### src/rtl/tlb_lookup_pkg.sv
// Shared types, w_entry layout and INVTLB op encodings for the TLB lookup block.
package tlb_lookup_pkg;

    localparam int unsigned TLB_ENTRIES_DEF = 16;

    // w_entry is 89 bits wide. The defined fields fill bits [83:0], with the
    // listed field order running MSB to LSB. Bits [88:84] are reserved and ignored.
    localparam int unsigned W_ENTRY_W  = 89;
    localparam int unsigned ENTRY_BITS = 84;
    localparam int unsigned OFF_V1   = 0;
    localparam int unsigned OFF_D1   = 1;
    localparam int unsigned OFF_MAT1 = 2;
    localparam int unsigned OFF_PLV1 = 4;
    localparam int unsigned OFF_PPN1 = 6;
    localparam int unsigned OFF_V0   = 26;
    localparam int unsigned OFF_D0   = 27;
    localparam int unsigned OFF_MAT0 = 28;
    localparam int unsigned OFF_PLV0 = 30;
    localparam int unsigned OFF_PPN0 = 32;
    localparam int unsigned OFF_ASID = 52;
    localparam int unsigned OFF_G    = 62;
    localparam int unsigned OFF_PS4M = 63;
    localparam int unsigned OFF_VPPN = 64;
    localparam int unsigned OFF_E    = 83;

    typedef struct packed {
        logic        e;
        logic [18:0] vppn;
        logic        ps4m;
        logic        g;
        logic [9:0]  asid;
        logic [19:0] ppn0;
        logic [1:0]  plv0;
        logic [1:0]  mat0;
        logic        d0;
        logic        v0;
        logic [19:0] ppn1;
        logic [1:0]  plv1;
        logic [1:0]  mat1;
        logic        d1;
        logic        v1;
    } tlb_entry_t;

    typedef enum logic {
        ST_IDLE  = 1'b0,
        ST_SWEEP = 1'b1
    } inv_state_e;

    localparam logic [4:0] INV_ALL      = 5'd0;
    localparam logic [4:0] INV_ALL_ALT  = 5'd1;
    localparam logic [4:0] INV_GLOBAL   = 5'd2;
    localparam logic [4:0] INV_PRIVATE  = 5'd3;
    localparam logic [4:0] INV_ASID     = 5'd4;
    localparam logic [4:0] INV_ASID_VA  = 5'd5;
    localparam logic [4:0] INV_GASID_VA = 5'd6;
    localparam logic [4:0] INV_OP_MAX   = 5'd6;

    // VA compare honouring page size; shared by lookup and the INVTLB sweep.
    function automatic logic va_match(input tlb_entry_t ent, input logic [31:0] va);
        return ent.ps4m ? (ent.vppn[18:9] == va[31:22]) : (ent.vppn == va[31:13]);
    endfunction

    // INVTLB clear condition for one entry.
    function automatic logic inv_clear(input logic [4:0] op, input tlb_entry_t ent,
                                       input logic [9:0] asid, input logic [31:0] va);
        logic am;
        logic vm;
        am = (ent.asid == asid);
        vm = va_match(ent, va);
        case (op)
            INV_ALL, INV_ALL_ALT: return 1'b1;
            INV_GLOBAL:           return ent.g;
            INV_PRIVATE:          return ~ent.g;
            INV_ASID:             return ~ent.g & am;
            INV_ASID_VA:          return ~ent.g & am & vm;
            INV_GASID_VA:         return (ent.g | am) & vm;
            default:              return 1'b0;
        endcase
    endfunction

endpackage

### src/rtl/tlb_lookup_match.sv
// Combinational TLB compare, lowest-index priority encode and odd/even page select.
module tlb_match
    import tlb_lookup_pkg::*;
#(
    parameter int unsigned ENTRIES = 16,
    parameter int unsigned IDX_W   = $clog2(ENTRIES)
) (
    input  tlb_entry_t [ENTRIES-1:0] entries,
    input  logic [31:0]              vaddr,
    input  logic [9:0]               asid,
    output logic                     hit,
    output logic [IDX_W-1:0]         idx,
    output logic                     v,
    output logic                     d,
    output logic [1:0]               plv,
    output logic [1:0]               mat,
    output logic [31:0]              paddr
);

    tlb_entry_t  sel;
    logic        odd;
    logic [19:0] ppn;

    // Find the lowest matching entry.
    always_comb begin
        hit = 1'b0;
        idx = '0;
        for (int unsigned i = 0; i < ENTRIES; i++) begin
            if (!hit && entries[i].e && (entries[i].g || entries[i].asid == asid) &&
                va_match(entries[i], vaddr)) begin
                hit = 1'b1;
                idx = IDX_W'(i);
            end
        end
    end

    // Pick the odd/even page of the winner and form the physical address.
    always_comb begin
        sel   = entries[idx];
        odd   = sel.ps4m ? vaddr[21] : vaddr[12];
        ppn   = odd ? sel.ppn1 : sel.ppn0;
        v     = 1'b0;
        d     = 1'b0;
        plv   = '0;
        mat   = '0;
        paddr = '0;
        if (hit) begin
            v     = odd ? sel.v1 : sel.v0;
            d     = odd ? sel.d1 : sel.d0;
            plv   = odd ? sel.plv1 : sel.plv0;
            mat   = odd ? sel.mat1 : sel.mat0;
            paddr = sel.ps4m ? {ppn[19:9], vaddr[20:0]} : {ppn, vaddr[11:0]};
        end
    end

endmodule

### src/rtl/tlb_lookup.sv
// Dual-port TLB array: registered lookups, entry write port and INVTLB sweep engine.
module tlb_lookup
    import tlb_lookup_pkg::*;
#(
    parameter int unsigned TLB_ENTRIES = TLB_ENTRIES_DEF,
    parameter int unsigned IDX_W       = $clog2(TLB_ENTRIES)
) (
    input  logic                 clk,
    input  logic                 rst,
    input  logic                 stall,
    input  logic                 lk_valid0,
    input  logic                 lk_valid1,
    input  logic [31:0]          lk_vaddr0,
    input  logic [31:0]          lk_vaddr1,
    input  logic [9:0]           lk_asid,
    output logic                 hit0,
    output logic                 hit1,
    output logic                 tlb_v0,
    output logic                 tlb_v1,
    output logic                 tlb_d0,
    output logic                 tlb_d1,
    output logic [1:0]           tlb_plv0,
    output logic [1:0]           tlb_plv1,
    output logic [1:0]           tlb_mat0,
    output logic [1:0]           tlb_mat1,
    output logic [31:0]          paddr0,
    output logic [31:0]          paddr1,
    output logic [IDX_W-1:0]     hit_idx1,
    output logic                 out_valid0,
    output logic                 out_valid1,
    input  logic                 we,
    input  logic [IDX_W-1:0]     w_idx,
    input  logic [W_ENTRY_W-1:0] w_entry,
    input  logic                 inv_req,
    input  logic [4:0]           inv_op,
    input  logic [9:0]           inv_asid,
    input  logic [31:0]          inv_va,
    output logic                 inv_busy,
    output logic                 inv_done,
    output logic                 inv_ine
);

    tlb_entry_t [TLB_ENTRIES-1:0] arr;
    inv_state_e                   state, state_nxt;
    logic [IDX_W-1:0]             cnt;
    logic [4:0]                   op_q;
    logic [9:0]                   asid_q;
    logic [31:0]                  va_q;
    logic                         start;
    logic                         ine_nxt;
    logic                         unused_rsvd;
    logic [IDX_W-1:0]             unused_idx0;

    logic                         m0_hit, m1_hit, m0_v, m1_v, m0_d, m1_d;
    logic [1:0]                   m0_plv, m1_plv, m0_mat, m1_mat;
    logic [31:0]                  m0_paddr, m1_paddr;
    logic [IDX_W-1:0]             m1_idx;

    // Reserved upper w_entry bits carry no state.
    assign unused_rsvd = ^w_entry[W_ENTRY_W-1:ENTRY_BITS];

    tlb_match #(.ENTRIES(TLB_ENTRIES), .IDX_W(IDX_W)) u_match0 (
        .entries(arr), .vaddr(lk_vaddr0), .asid(lk_asid),
        .hit(m0_hit), .idx(unused_idx0), .v(m0_v), .d(m0_d),
        .plv(m0_plv), .mat(m0_mat), .paddr(m0_paddr)
    );

    tlb_match #(.ENTRIES(TLB_ENTRIES), .IDX_W(IDX_W)) u_match1 (
        .entries(arr), .vaddr(lk_vaddr1), .asid(lk_asid),
        .hit(m1_hit), .idx(m1_idx), .v(m1_v), .d(m1_d),
        .plv(m1_plv), .mat(m1_mat), .paddr(m1_paddr)
    );

    // Sweep FSM next state, start/illegal-op decode and status outputs.
    always_comb begin
        state_nxt = state;
        start     = 1'b0;
        ine_nxt   = 1'b0;
        inv_busy  = (state == ST_SWEEP);
        inv_done  = 1'b0;
        case (state)
            ST_IDLE: begin
                if (inv_req) begin
                    if (inv_op <= INV_OP_MAX) begin
                        start     = 1'b1;
                        state_nxt = ST_SWEEP;
                    end else begin
                        ine_nxt = 1'b1;
                    end
                end
            end
            ST_SWEEP: begin
                if (cnt == IDX_W'(TLB_ENTRIES - 1)) begin
                    inv_done  = 1'b1;
                    state_nxt = ST_IDLE;
                end
            end
            default: state_nxt = ST_IDLE;
        endcase
    end

    // FSM state register.
    always_ff @(posedge clk) begin
        if (rst) state <= ST_IDLE;
        else     state <= state_nxt;
    end

    // Latch INVTLB operands at start and step the sweep counter.
    always_ff @(posedge clk) begin
        if (rst) begin
            cnt    <= '0;
            op_q   <= '0;
            asid_q <= '0;
            va_q   <= '0;
        end else if (start) begin
            cnt    <= '0;
            op_q   <= inv_op;
            asid_q <= inv_asid;
            va_q   <= inv_va;
        end else if (inv_busy) begin
            cnt <= cnt + 1'b1;
        end
    end

    // Entry array: write port when idle, one entry cleared per sweep cycle.
    always_ff @(posedge clk) begin
        if (rst) begin
            arr <= '0;
        end else begin
            if (we && !inv_busy)
                arr[w_idx] <= tlb_entry_t'(w_entry[ENTRY_BITS-1:0]);
            if (inv_busy && inv_clear(op_q, arr[cnt], asid_q, va_q))
                arr[cnt].e <= 1'b0;
        end
    end

    // Lookup output stage, held while stalled.
    always_ff @(posedge clk) begin
        if (rst) begin
            inv_ine    <= 1'b0;
            hit0       <= 1'b0;
            hit1       <= 1'b0;
            tlb_v0     <= 1'b0;
            tlb_v1     <= 1'b0;
            tlb_d0     <= 1'b0;
            tlb_d1     <= 1'b0;
            tlb_plv0   <= '0;
            tlb_plv1   <= '0;
            tlb_mat0   <= '0;
            tlb_mat1   <= '0;
            paddr0     <= '0;
            paddr1     <= '0;
            hit_idx1   <= '0;
            out_valid0 <= 1'b0;
            out_valid1 <= 1'b0;
        end else begin
            inv_ine <= ine_nxt;
            if (!stall) begin
                hit0       <= m0_hit;
                hit1       <= m1_hit;
                tlb_v0     <= m0_v;
                tlb_v1     <= m1_v;
                tlb_d0     <= m0_d;
                tlb_d1     <= m1_d;
                tlb_plv0   <= m0_plv;
                tlb_plv1   <= m1_plv;
                tlb_mat0   <= m0_mat;
                tlb_mat1   <= m1_mat;
                paddr0     <= m0_paddr;
                paddr1     <= m1_paddr;
                hit_idx1   <= m1_idx;
                out_valid0 <= lk_valid0 & ~inv_busy;
                out_valid1 <= lk_valid1 & ~inv_busy;
            end
        end
    end

endmodule
### config.mk
export PLATFORM = sky130hd
export DESIGN_NAME = tlb_lookup
export DESIGN_NICKNAME = d
export VERILOG_FILES = /design/src/rtl/tlb_lookup_pkg.sv /design/src/rtl/tlb_lookup_match.sv /design/src/rtl/tlb_lookup.sv
export SDC_FILE = /design/constraint.sdc
export NUM_CORES = 2
export LEC_CHECK = 0
export CORE_ASPECT_RATIO = 0.7
export CORE_MARGIN = 3
export CORE_UTILIZATION = 50
export DETAILED_ROUTE_END_ITERATION = 6
export HOLD_SLACK_MARGIN = 0.08
export PLACE_DENSITY_LB_ADDON = 0.25
export SLEW_MARGIN = 5
export SYNTH_ARGS = -nofsm -noshare
export SYNTH_HDL_FRONTEND = slang
export SYNTH_SLANG_ARGS = --single-unit
### constraint.sdc
create_clock -name clk -period 4.65 [get_ports clk]
set_clock_uncertainty 0.1 [all_clocks]
set_input_delay 0.465 -clock clk [delete_from_list [all_inputs] [get_ports clk]]
set_output_delay 0.465 -clock clk [all_outputs]
set_load 0.01 [all_outputs]
Yosys cells after proc, flatten, opt, wreduce, memory -nomap -nowiden. Index checks and enable logic that the tools add are counted.

Bits in registers: 1481. Input bits: 221. Output and inout port bits: 87. Word-level logic and storage cells: 660.

Add/subtract/negate cells: 1. $lt $le $gt $ge: 7. Equality and inequality tests: 90. Multiplexer cells: 144. Bitwise operators: 9. Reduce and logical (&&, ||, !) cells: 148.

Operator list (count): 1344-bit two-way mux (3); 1344-bit bitwise mux (2); 84-bit binary-select mux with 4-bit select (3); 84-bit demux with 4-bit select (2); 19-bit == test (33); 10-bit == test (50); 84-bit two-way mux (2); 64-bit two-way mux (2); 1-bit logical AND (97); 1-bit two-way mux (85); 83-bit two-way mux (1); 32-bit two-way mux (2); 4-bit two-way mux (16); 21-bit two-way mux (2); 20-bit two-way mux (2); 1-bit logical NOT (31); 2-bit two-way mux (12); 3-bit two-way mux (8); 4-bit by 5-bit less-than comparator with 1-bit output (second input constant) (4); 1-bit logical OR (16); 5-bit by 3-bit == test with 1-bit output (second input constant) (3); 5-bit by 2-bit == test with 1-bit output (second input constant) (2); 4-bit by 1-bit >= comparator with 1-bit output (second input constant) (2); 1-bit one-hot mux with 6 select lines (1); other kinds (11) (18).

Depth between registers and ports, before layout.
Word-level depth: 86. Mapped depth: 20. Mapped depth without buffers: 14.

Cells and area by module. From an unflattened synthesis, not the netlist that was laid out.

Cells, all modules: 11078. Area, all modules: 87189.9 sq um.

By module, submodules not included: tlb_lookup (instances 1, cells each 6910, area an instance 55456.9 sq um, sequential area each 29388.2 sq um); tlb_match (instances 2, cells each 2084, area an instance 15866.5 sq um, sequential area each 0.0 sq um).

Worst setup path after synthesis. Ideal clock, no wire load.

Path kind: input -> register. Start point: in lk_vaddr0[22]. End point: reg paddr0[23]. Setup time: 0.128 ns. Arrival: 4.248 ns. Required time: 4.422 ns. Slack: 0.174 ns. Stages: 18. Path buffers: 4. Path through: buf_2 buf_2 xor2_1 nor4_1 nand4_1 nor4b_4 o211ai_2 a2111oi_4 nor2_4 buf_6 and4_4 a41oi_2 nand4_1 nor2_4 mux2i_4 buf_8 mux2i_1 o21ai_1.

Word-level cells in the longest chain between the ends: 84. Elaborated cells on any way between the ends: 145. Those cells by class: eq/ne: 32; mux: 52; reduce/logical: 61.

Ends and longest elaborated chain: start, declared (RTL line tlb_lookup.sv:13) `input logic [31:0] lk_vaddr0,`; 19-bit == test / 10-bit == test (equally long branches) (RTL line tlb_lookup_pkg.sv:60) `return ent.ps4m ? (ent.vppn[18:9] == va[31:22]) : (ent.vppn == va[31:13]);`; 1-bit two-way mux (RTL line tlb_lookup_pkg.sv:60); 1-bit logical AND (RTL line tlb_lookup_match.sv:29) `if (!hit && entries[i].e && (entries[i].g || entries[i].asid == asid) &&`; 1-bit two-way mux (RTL line tlb_lookup_match.sv:29); 1-bit logical NOT (RTL line tlb_lookup_match.sv:29); 1-bit logical AND (3 in series) (RTL line tlb_lookup_match.sv:29); 1-bit two-way mux (RTL line tlb_lookup_match.sv:29); 1-bit logical NOT (RTL line tlb_lookup_match.sv:29); (+64 left out); 1-bit logical NOT (RTL line tlb_lookup_match.sv:29); 1-bit logical AND (3 in series) (RTL line tlb_lookup_match.sv:29); 4-bit two-way mux (RTL line tlb_lookup_match.sv:29); 84-bit binary-select mux with 4-bit select (RTL line tlb_lookup_match.sv:39) `sel = entries[idx];`; 64-bit two-way mux (not written as such) (RTL line tlb_lookup_match.sv:39); 1-bit two-way mux (RTL line tlb_lookup_match.sv:40) `odd = sel.ps4m ? vaddr[21] : vaddr[12];`; 20-bit two-way mux (RTL line tlb_lookup_match.sv:41) `ppn = odd ? sel.ppn1 : sel.ppn0;`; 32-bit two-way mux (*) (RTL line tlb_lookup_match.sv:47) `if (hit) begin`; end signal, assigned (RTL line tlb_lookup.sv:169) `paddr0 <= m0_paddr;`; end, declared (RTL line tlb_lookup.sv:26) `output logic [31:0] paddr0,`.

Every way passes the cells marked *; elsewhere a longest branch is shown, timed or not. The select of a mux whose other input is x is not followed. A chain may end at the register's enable or synchronous reset.

Worst setup path in the final report.
Start point: in lk_vaddr0[26]. End point: reg paddr0[19].

Word-level cells in the longest chain between the ends: 85. Elaborated cells on any way between the ends: 146. Those cells by class: eq/ne: 32; mux: 53; reduce/logical: 61.

Ends and longest elaborated chain: 19-bit == test / 10-bit == test (equally long branches) (RTL line tlb_lookup_pkg.sv:60); 1-bit two-way mux (RTL line tlb_lookup_pkg.sv:60); 1-bit logical AND (RTL line tlb_lookup_match.sv:29); 1-bit two-way mux (RTL line tlb_lookup_match.sv:29); 1-bit logical NOT (RTL line tlb_lookup_match.sv:29); 1-bit logical AND (3 in series) (RTL line tlb_lookup_match.sv:29); 1-bit two-way mux (RTL line tlb_lookup_match.sv:29); 1-bit logical NOT (RTL line tlb_lookup_match.sv:29); (+65 left out); 1-bit logical AND (3 in series) (RTL line tlb_lookup_match.sv:29); 4-bit two-way mux (RTL line tlb_lookup_match.sv:29); 84-bit binary-select mux with 4-bit select (RTL line tlb_lookup_match.sv:39); 64-bit two-way mux (not written as such) (RTL line tlb_lookup_match.sv:39); 1-bit two-way mux (RTL line tlb_lookup_match.sv:40); 20-bit two-way mux (RTL line tlb_lookup_match.sv:41); 21-bit two-way mux (RTL line tlb_lookup_match.sv:52) `paddr = sel.ps4m ? {ppn[19:9], vaddr[20:0]} : {ppn, vaddr[11:0]};`; 32-bit two-way mux (*) (RTL line tlb_lookup_match.sv:47).

Marks and branches as above.

==> run summary <==
The flow ran to the end, but the final reports show violations. The final reports fail on DRC, capacitance limit, slew limit, setup timing. Minimum period implied by the final worst setup slack: 4735 ps. The number of iterations in the first detailed-routing pass was 7; the area of the mapped netlist was 0.07940 mm². The logs give 29 for the number of antenna violations at the first check in global routing and 308 for the top-level port count. The tools report the number of global-route vias before repair as 73,980. The run gives 0.4155 as the overall global routing resource usage. The floorplan has 121 rows.

The synthesis-to-layout area growth was 21.25%; the global-route met2 utilization was 0.5626. After global routing the overflow that remains totals 0. In the routed design, unresolved DRC markers number 2. TritonCTS built the clock tree. Cell type with the highest aggregate area in the netlist: sky130_fd_sc_hd__dfxtp_1.

Data arrives at the worst endpoint at 5350 ps. The final worst slack is -84.66 ps. Counting the buffers created by CTS gives 151. Share of final-layout standard cells stronger than drive strength 1: 0.1590. Timing analysis after detailed placement gives a worst setup slack of -1327 ps. After detailed routing, the number of vias per cell comes to 6.377. The tools report the total wire length as 355,300 µm.

The tools report the required arrival time at the worst endpoint as 5270 ps. The run gives 0.1637 mm² as the die area. The run gives 0.5940 as the met1 layer usage reported by global route. Summing all placed instances gives a cell area of 0.08983 mm². The async set or reset register ratio after synthesis works out to 0.

The kind of end point of the critical path is a flip-flop. The logs give 0.5072 for the starting utilization of the core area and 33.94 nW for the leakage component of the power. Routability-driven placement finished with a final weighted congestion of 1.022. The clock passes through at most 3 buffers.

In this run the most used layer during global routing was met1. In the final routed layout, each cell accounts on average for 28.40 µm. The cell area power density is 299.8 mW/mm². In the final design database the tool counted 10,510 nets. Of all nets on the critical path, the largest fanout is 16.

Sink count of the clock tree: 1,468. The cell count after synthesis came out at 9,900. The tools report the pin count of the biggest net entering global routing as 213. The detail route stage leaves a number of antenna-violating nets equal to 0. The tightest hold path in the finished design has a slack of 137.5 ps.

The setup check on the worst reg-to-reg path leaves a slack of -70 ps. Max capacitance violation total: 1. In this run the worst setup path terminates at paddr0[19]. The class of the most critical hold timing path was primary input to flip-flop. The first-pass GRT wire length was 508,700 µm.

The worst-case IR drop observed on VDD is 0.3394 mV. The mean post-synth cell area is 8.020 µm². The number of nets in the synthesized netlist is 10,130.

Summing over every cut layer, the via total after detailed routing is 79,780. Counting distinct cell types in the post-synthesis netlist gives 73. In this run the vertical extent of the chip is 339.4 µm.

The total setup violations reported at the end of the flow is 1, and the final critical-path share of the clock period is 1.018. Measured along the x axis, the die boundary spans 482.3 µm. The run gives 0 as the number of failing hold endpoints at the final stage. By instance count, the leading cell after synthesis is sky130_fd_sc_hd__nand2_1. The most used flip-flop cell after synthesis was sky130_fd_sc_hd__dfxtp_1.

After synthesis, the cell types taking the most area are sky130_fd_sc_hd__dfxtp_1, sky130_fd_sc_hd__nand2_1, sky130_fd_sc_hd__a21oi_1. The clock reaches the later pin of the worst-skew pair after 840 ps. Port buffering added 289 buffers.

The initial detailed-routing violation count came out at 12,470. For the number of pins exceeding their max-slew limit in the final report, the log shows 19. The core footprint is 0.1565 mm². The worst setup path is of the primary input to flip-flop kind. The number of warnings printed during yosys synthesis was 0. The sequential-to-total area share from yosys stat is 0.3701. Final non-filler cell area: 0.09627 mm².

The worst-margin pin slew works out to 1548 ps. The synthesized design contains 1,468 register bits. STA classifies the critical path startpoint as a primary input.

The capture point of the worst reg-to-reg path is paddr0[19]. In the synthesized netlist, the cells that appear most often are sky130_fd_sc_hd__nand2_1, sky130_fd_sc_hd__dfxtp_1, sky130_fd_sc_hd__a21oi_1. The estimated wirelength of the detail-placed design was 233,700 µm. For the worst flop-to-flop path, the logic depth is 19. In this run the worst setup path begins at lk_vaddr0[26]. The tools report the clock tree root driver cell as sky130_fd_sc_hd__clkbuf_16. Number of levels the H-tree was split into: 4.

The top achievable clock speed was 0.2112 GHz; the clock slew at the register clock pins of the worst setup and hold paths was 70 ps. The share of the synthesized area in the top cell type works out to 0.3701. For the worst-case headroom to the max-slew limit, the log shows -0.03491.

Yosys mapped a number of flops with a built-in enable equal to 0. The met3 capacity usage during global routing was 0.1421.
## power by group
group / switching [W] / internal [W]
Clock: 0.00565 / 0.00781
Sequential: 0.000160 / 0.0127
Combinational: 0.00158 / 0.000932
Total: 0.00739 / 0.0215
## layer usage
| layer | wire, µm | share of wire |
|---|---|---|
| met2 | 139600 | 0.39 |
| met3 | 56630 | 0.16 |
| met4 | 16690 | 0.047 |
| met5 | 132 | 0.00037 |
| met1 | 142200 | 0.40 |
## worst min path at each step
stage	endpoint	cells after the start	startpoint	slack, ps
2_1_floorplan	flip-flop	2	flip-flop	340
3_3_place_gp	paddr0[31]	2	paddr0[31]	350
3_5_place_dp	paddr0[19]	2	paddr0[19]	360
4_1_cts	op_q[1]	3	inv_op[1]	100
5_1_grt	op_q[0]	3	inv_op[0]	160
6_report	out_valid1	3	lk_valid1	140
## layout by cell type (no fill, tap or decap), types with 32 or more instances in the layout
cell / count
sky130_fd_sc_hd__xor2_1: 598
sky130_fd_sc_hd__mux4_2: 223
sky130_fd_sc_hd__nand4_1: 43
sky130_fd_sc_hd__nand2_1: 2983
sky130_fd_sc_hd__buf_4: 725
sky130_fd_sc_hd__a41oi_1: 38
sky130_fd_sc_hd__dfxtp_1: 1456
sky130_fd_sc_hd__a21oi_1: 1454
sky130_fd_sc_hd__a211oi_1: 101
sky130_fd_sc_hd__a22oi_1: 205
sky130_fd_sc_hd__o21ai_0: 146
sky130_fd_sc_hd__nor2b_1: 75
sky130_fd_sc_hd__xnor2_1: 199
sky130_fd_sc_hd__a221oi_1: 32
sky130_fd_sc_hd__nor2_1: 100
sky130_fd_sc_hd__mux2i_1: 569
sky130_fd_sc_hd__clkbuf_16: 161
sky130_fd_sc_hd__clkdlybuf4s50_1: 287
sky130_fd_sc_hd__nor4_1: 108
sky130_fd_sc_hd__nand3_1: 83
sky130_fd_sc_hd__mux2_2: 115
sky130_fd_sc_hd__buf_12: 163
sky130_fd_sc_hd__nor3_1: 53
## what timing repair did
item / in CTS / in global routing
cloned: 0 / 5
endpoints found under the hold margin: 91 / 0
setup endpoints to repair: 41 / 68
buffers inserted: 0 / 13
hold buffers: 30 / 0
pin swaps: 1 / 24
gates resized for setup: 24 / 101
## critical path, cell delays in order
cell	delay (ps)
sky130_fd_sc_hd__clkdlybuf4s50_1	570
sky130_fd_sc_hd__buf_4	300
sky130_fd_sc_hd__xor2_1	110
sky130_fd_sc_hd__nor4_1	490
sky130_fd_sc_hd__nand4_1	300
sky130_fd_sc_hd__buf_4	270
sky130_fd_sc_hd__nor4b_1	280
sky130_fd_sc_hd__buf_4	190
sky130_fd_sc_hd__nor4b_2	60
sky130_fd_sc_hd__o41a_1	170
sky130_fd_sc_hd__nor2_4	220
sky130_fd_sc_hd__buf_4	250
sky130_fd_sc_hd__clkbuf_16	240
sky130_fd_sc_hd__mux2i_1	200
sky130_fd_sc_hd__a21oi_1	80
sky130_fd_sc_hd__a22oi_1	360
sky130_fd_sc_hd__nand3_2	240
sky130_fd_sc_hd__a31oi_1	300
sky130_fd_sc_hd__buf_4	160
sky130_fd_sc_hd__o21ai_0	70
## logic make-up after synthesis
| logic type | Yosys count | synth area share |
|---|---|---|
| DFF | 1468 | 0.3701 |
| adders and majority gates | 4 | 0.0006304 |
| and+or+nand+nor | 3607 | 0.1860 |
| AOI/OAI and AO/OA | 2112 | 0.1506 |
| muxes | 911 | 0.1521 |
| buffers and inverters | 997 | 0.05205 |
| xor gates and xnor gates | 801 | 0.08836 |
## per-stage QoR
step                      setup TNS, ps  std cells  utilization  power [W]
after floorplan                       0       9900            -    0.01443
after global placement           -44130      12170       0.5738    0.01549
after detailed placement         -47150      12170       0.5738    0.01552
after CTS                             0      12480       0.6105    0.02870
after global routing             -474.4      12500       0.6148    0.02944
final                            -84.66      12510       0.6150    0.02886
## area by class of cell
| type | instances | area (µm²) |
|---|---|---|
| tap | 2091 | 2616 |
| inverter | 5 | 18.77 |
| clock buffer | 215 | 4499 |
| sequential | 1468 | 29410 |
| antenna | 17 | 42.54 |
| timing repair buffer | 1219 | 12080 |
| multi-input combinational | 7437 | 46760 |
| clock inverter | 59 | 843.3 |
| fill | 13460 | 60270 |
Note: power is estimated with default switching activity, not from simulation.
==> patch, RTL diff (same flow settings) <==
Make the reset (`rst`) asynchronous in 4 clocked blocks.
--- a/src/rtl/tlb_lookup.sv
+++ b/src/rtl/tlb_lookup.sv
@@ -100,13 +100,13 @@
     end
 
     // FSM state register.
-    always_ff @(posedge clk) begin
+    always_ff @(posedge clk or posedge rst) begin
         if (rst) state <= ST_IDLE;
         else     state <= state_nxt;
     end
 
     // Latch INVTLB operands at start and step the sweep counter.
-    always_ff @(posedge clk) begin
+    always_ff @(posedge clk or posedge rst) begin
         if (rst) begin
             cnt    <= '0;
             op_q   <= '0;
@@ -123,7 +123,7 @@
     end
 
     // Entry array: write port when idle, one entry cleared per sweep cycle.
-    always_ff @(posedge clk) begin
+    always_ff @(posedge clk or posedge rst) begin
         if (rst) begin
             arr <= '0;
         end else begin
@@ -135,7 +135,7 @@
     end
 
     // Lookup output stage, held while stalled.
-    always_ff @(posedge clk) begin
+    always_ff @(posedge clk or posedge rst) begin
         if (rst) begin
             inv_ine    <= 1'b0;
             hit0       <= 1'b0;
Function: not settled (the Yosys comparison gave no result); the edit may change what the design does.
==> patch against the unedited design <==
The run ends with negative setup slack left. Routed wire length is 10% lower. Critical endpoint is now paddr0[30]. Via count is 20% lower. Sequential cell count stayed put. Global-route usage is 5.4 points lower. Worst setup slack worse by 0.20 ns. Sequential share of layout area is 4.1 points higher. Critical path depth is 1 lower. Synthesized area is 5.6% higher. Register-to-register slack worse by 0.21 ns. Design area is 10% higher. Highest routed layer unchanged.
Power is not compared: it rests on default switching activity, and its combinational part moved more than twofold at a synthesized area within 25%.
==> patch: results (changes against the unedited design) <==
largest net degree at the start of global routing 145 (-32%); worst hold path class in -> reg; Tot GR Track Use 36.18% (-5.4 points); post-synth net total 6678 (-34%); Final #Nets 7684 (-27%); xor/xnor cell area share of the yosys netlist 8.336% (-0.50 points); Setup Viol. Count Final 44 (+43); post-synthesis compound-gate area fraction 5.893% (-9.2 points); worst ir drop on vdd 0.3456 mV; clock group power 12.9 mW; FFs w/ async S/R, synth 100.0% (+100 points); Filler cells 12.43k (-7.7%); leakage power 49.31 nW; Final GP Congestion 1.004 (-1.7%); leading register cell type out of synthesis dfrtp_1; initial antenna violation count 29 (unchanged); sequential cell area fraction in the yosys report 43.82% (+6.8 points); synth cell count leaders dfrtp_1 (1468), mux2_2 (1409), xor2_1 (579), mux2i_1 (379); crit path DAT 5.52 ns (+0.17 ns); CP max FO 5 (-11); Net Sw Frac 34.48%; post-DP HPWL 212700 um (-9.0%); post-synthesis adder-cell area fraction 0.05969% (-0.0033 points); placed cell area 96330 sq um (+7.2%); Inserted Clock Buffers 152 (+0.66%); H-tree Lvls 4 (unchanged); setup ws final -0.2816 ns (-0.1970 ns); Vias/cell 6.535 (+2.5%); vias in the first global route 63.29k (-14%); Initial DRC Count 7584 (-39%); run status finished, violations left; wire length per cell 32.57 um (+15%); r2r worst-path depth 19 (unchanged); Flop pwr share 39.8%; Netlist cell types 86 (+18%); Max Buffers Root-to-Sink 3 (unchanged); clock root cell clkbuf_16; warnings from Yosys 0 (unchanged); Worst Max-Slew Pin Slew 1.260 ns (-0.2875 ns); DR pass1 iterations 5 (-2); failing checks negative setup slack; hold_ws 0.1468 ns (+0.009323 ns); top post-synthesis cells by area dfrtp_1 (44%), mux2_2 (19%), mux4_2 (9.7%); I/O Buffers 289 (unchanged); Hold Path Depth 2 (-1); P_sw 18.79 mW; Clock Pin Slew Worst Setup and Hold Paths roughly 0.06 ns; layout cells sized above 1 46.15% (+30 points); clock latency at the later pin of the worst-skew pair 0.82 ns (-0.02 ns); mux cell area share after synthesis 33.33% (+18 points); first-pass GRT wire length 456400 um (-10%)
[patch: changes by cell type in the layout (fill, tap and decap cells not counted), moves of 57 or more]
cell      change
a22o_1       +83
o21ai_0     -126
dfxtp_1    -1456
mux2_2     +1280
dfrtp_1    +1455
buf_4       +138
nand3_1      -57
a22oi_1     -186
nand2_1    -2846
nor2_1       -66
a211oi_1     +63
a21oi_1    -1384
mux2i_1     -196
mux4_2      +138
[patch: area by class of cell]
type / count / share of cell area [%]
inverters: 6 / 0.02479
clock buffers: 210 / 4.138
well taps: 2222 / 2.623
flip-flops and latches: 1468 / 34.68
diodes: 17 / 0.04013
multi-input cells: 4397 / 43.85
repair buffers: 1434 / 13.93
clock inverters: 65 / 0.7189
[patch: layer usage]
| layer | GRT usage (%) | routed length [um] | vias to the layer above | share of wire, % |
|---|---|---|---|---|
| met5 | 0.1961 | 268 | - | 0.084 |
| met4 | 13.06 | 12880 | 20 | 4.0 |
| met3 | 10.59 | 36570 | 721 | 11 |
| met2 | 50.50 | 133900 | 3513 | 42 |
| met1 | 53.23 | 136100 | 33790 | 43 |
| li1 | - | - | 26130 | - |
[patch: kinds of logic after synthesis]
group	Yosys count
simple gates	767
compound gates	665
flops	1468
mux	2161
fa+ha+maj	4
buf+inv	590
xor+xnor	798
[patch: path summary, 6_finish.rpt]
| check | start | to |
|---|---|---|
| setup / recovery | flop | paddr0[30] |
| hold / removal | lk_vaddr0[11] | paddr0[11] |
| setup reg to reg | flop | paddr0[30] |
| hold reg to reg | hit0 | hit0 |
| max in group asynchronous | rst | asynchronous set/reset pin |
| min in group asynchronous | rst | asid_q[2] |
[patch: per-stage QoR]
step,setup slack (ns),cells,util (%),TNS [ns]
after floorplan,-16.24,6453,-,-
after global placement,-1.949,9344,57.94,-65.04
after detailed placement,-2.046,9344,57.94,-66.90
after CTS,-0.1611,9699,62.39,-2.944
after global routing,-0.3452,9814,63.75,-8.933
final,-0.2816,9819,63.76,-5.856
[patch: worst max-delay path: stages (launching register included)]
cell      delay (ns)
dfrtp_1         0.41
xor2_1          0.23
nor4_2          0.46
a32oi_4         0.22
buf_4           0.21
nor3_2          0.29
buf_4           0.22
nor4_4          0.07
and3_4          0.20
a221oi_4        0.26
buf_12          0.21
buf_16          0.16
buf_12          0.13
buf_6           0.09
mux4_2          0.48
and2_4          0.18
a211oi_4        0.25
a31oi_4         0.10
mux2_4          0.30
a22o_1          0.20
[patch: timing repair]
action	in CTS	in global routing
hold buffers	1	0
pin swaps	96	116
gates resized for setup	231	254
buffers inserted	67	97
hold endpoints to repair	7	0
gates cloned	16	15
setup endpoints to repair	64	68
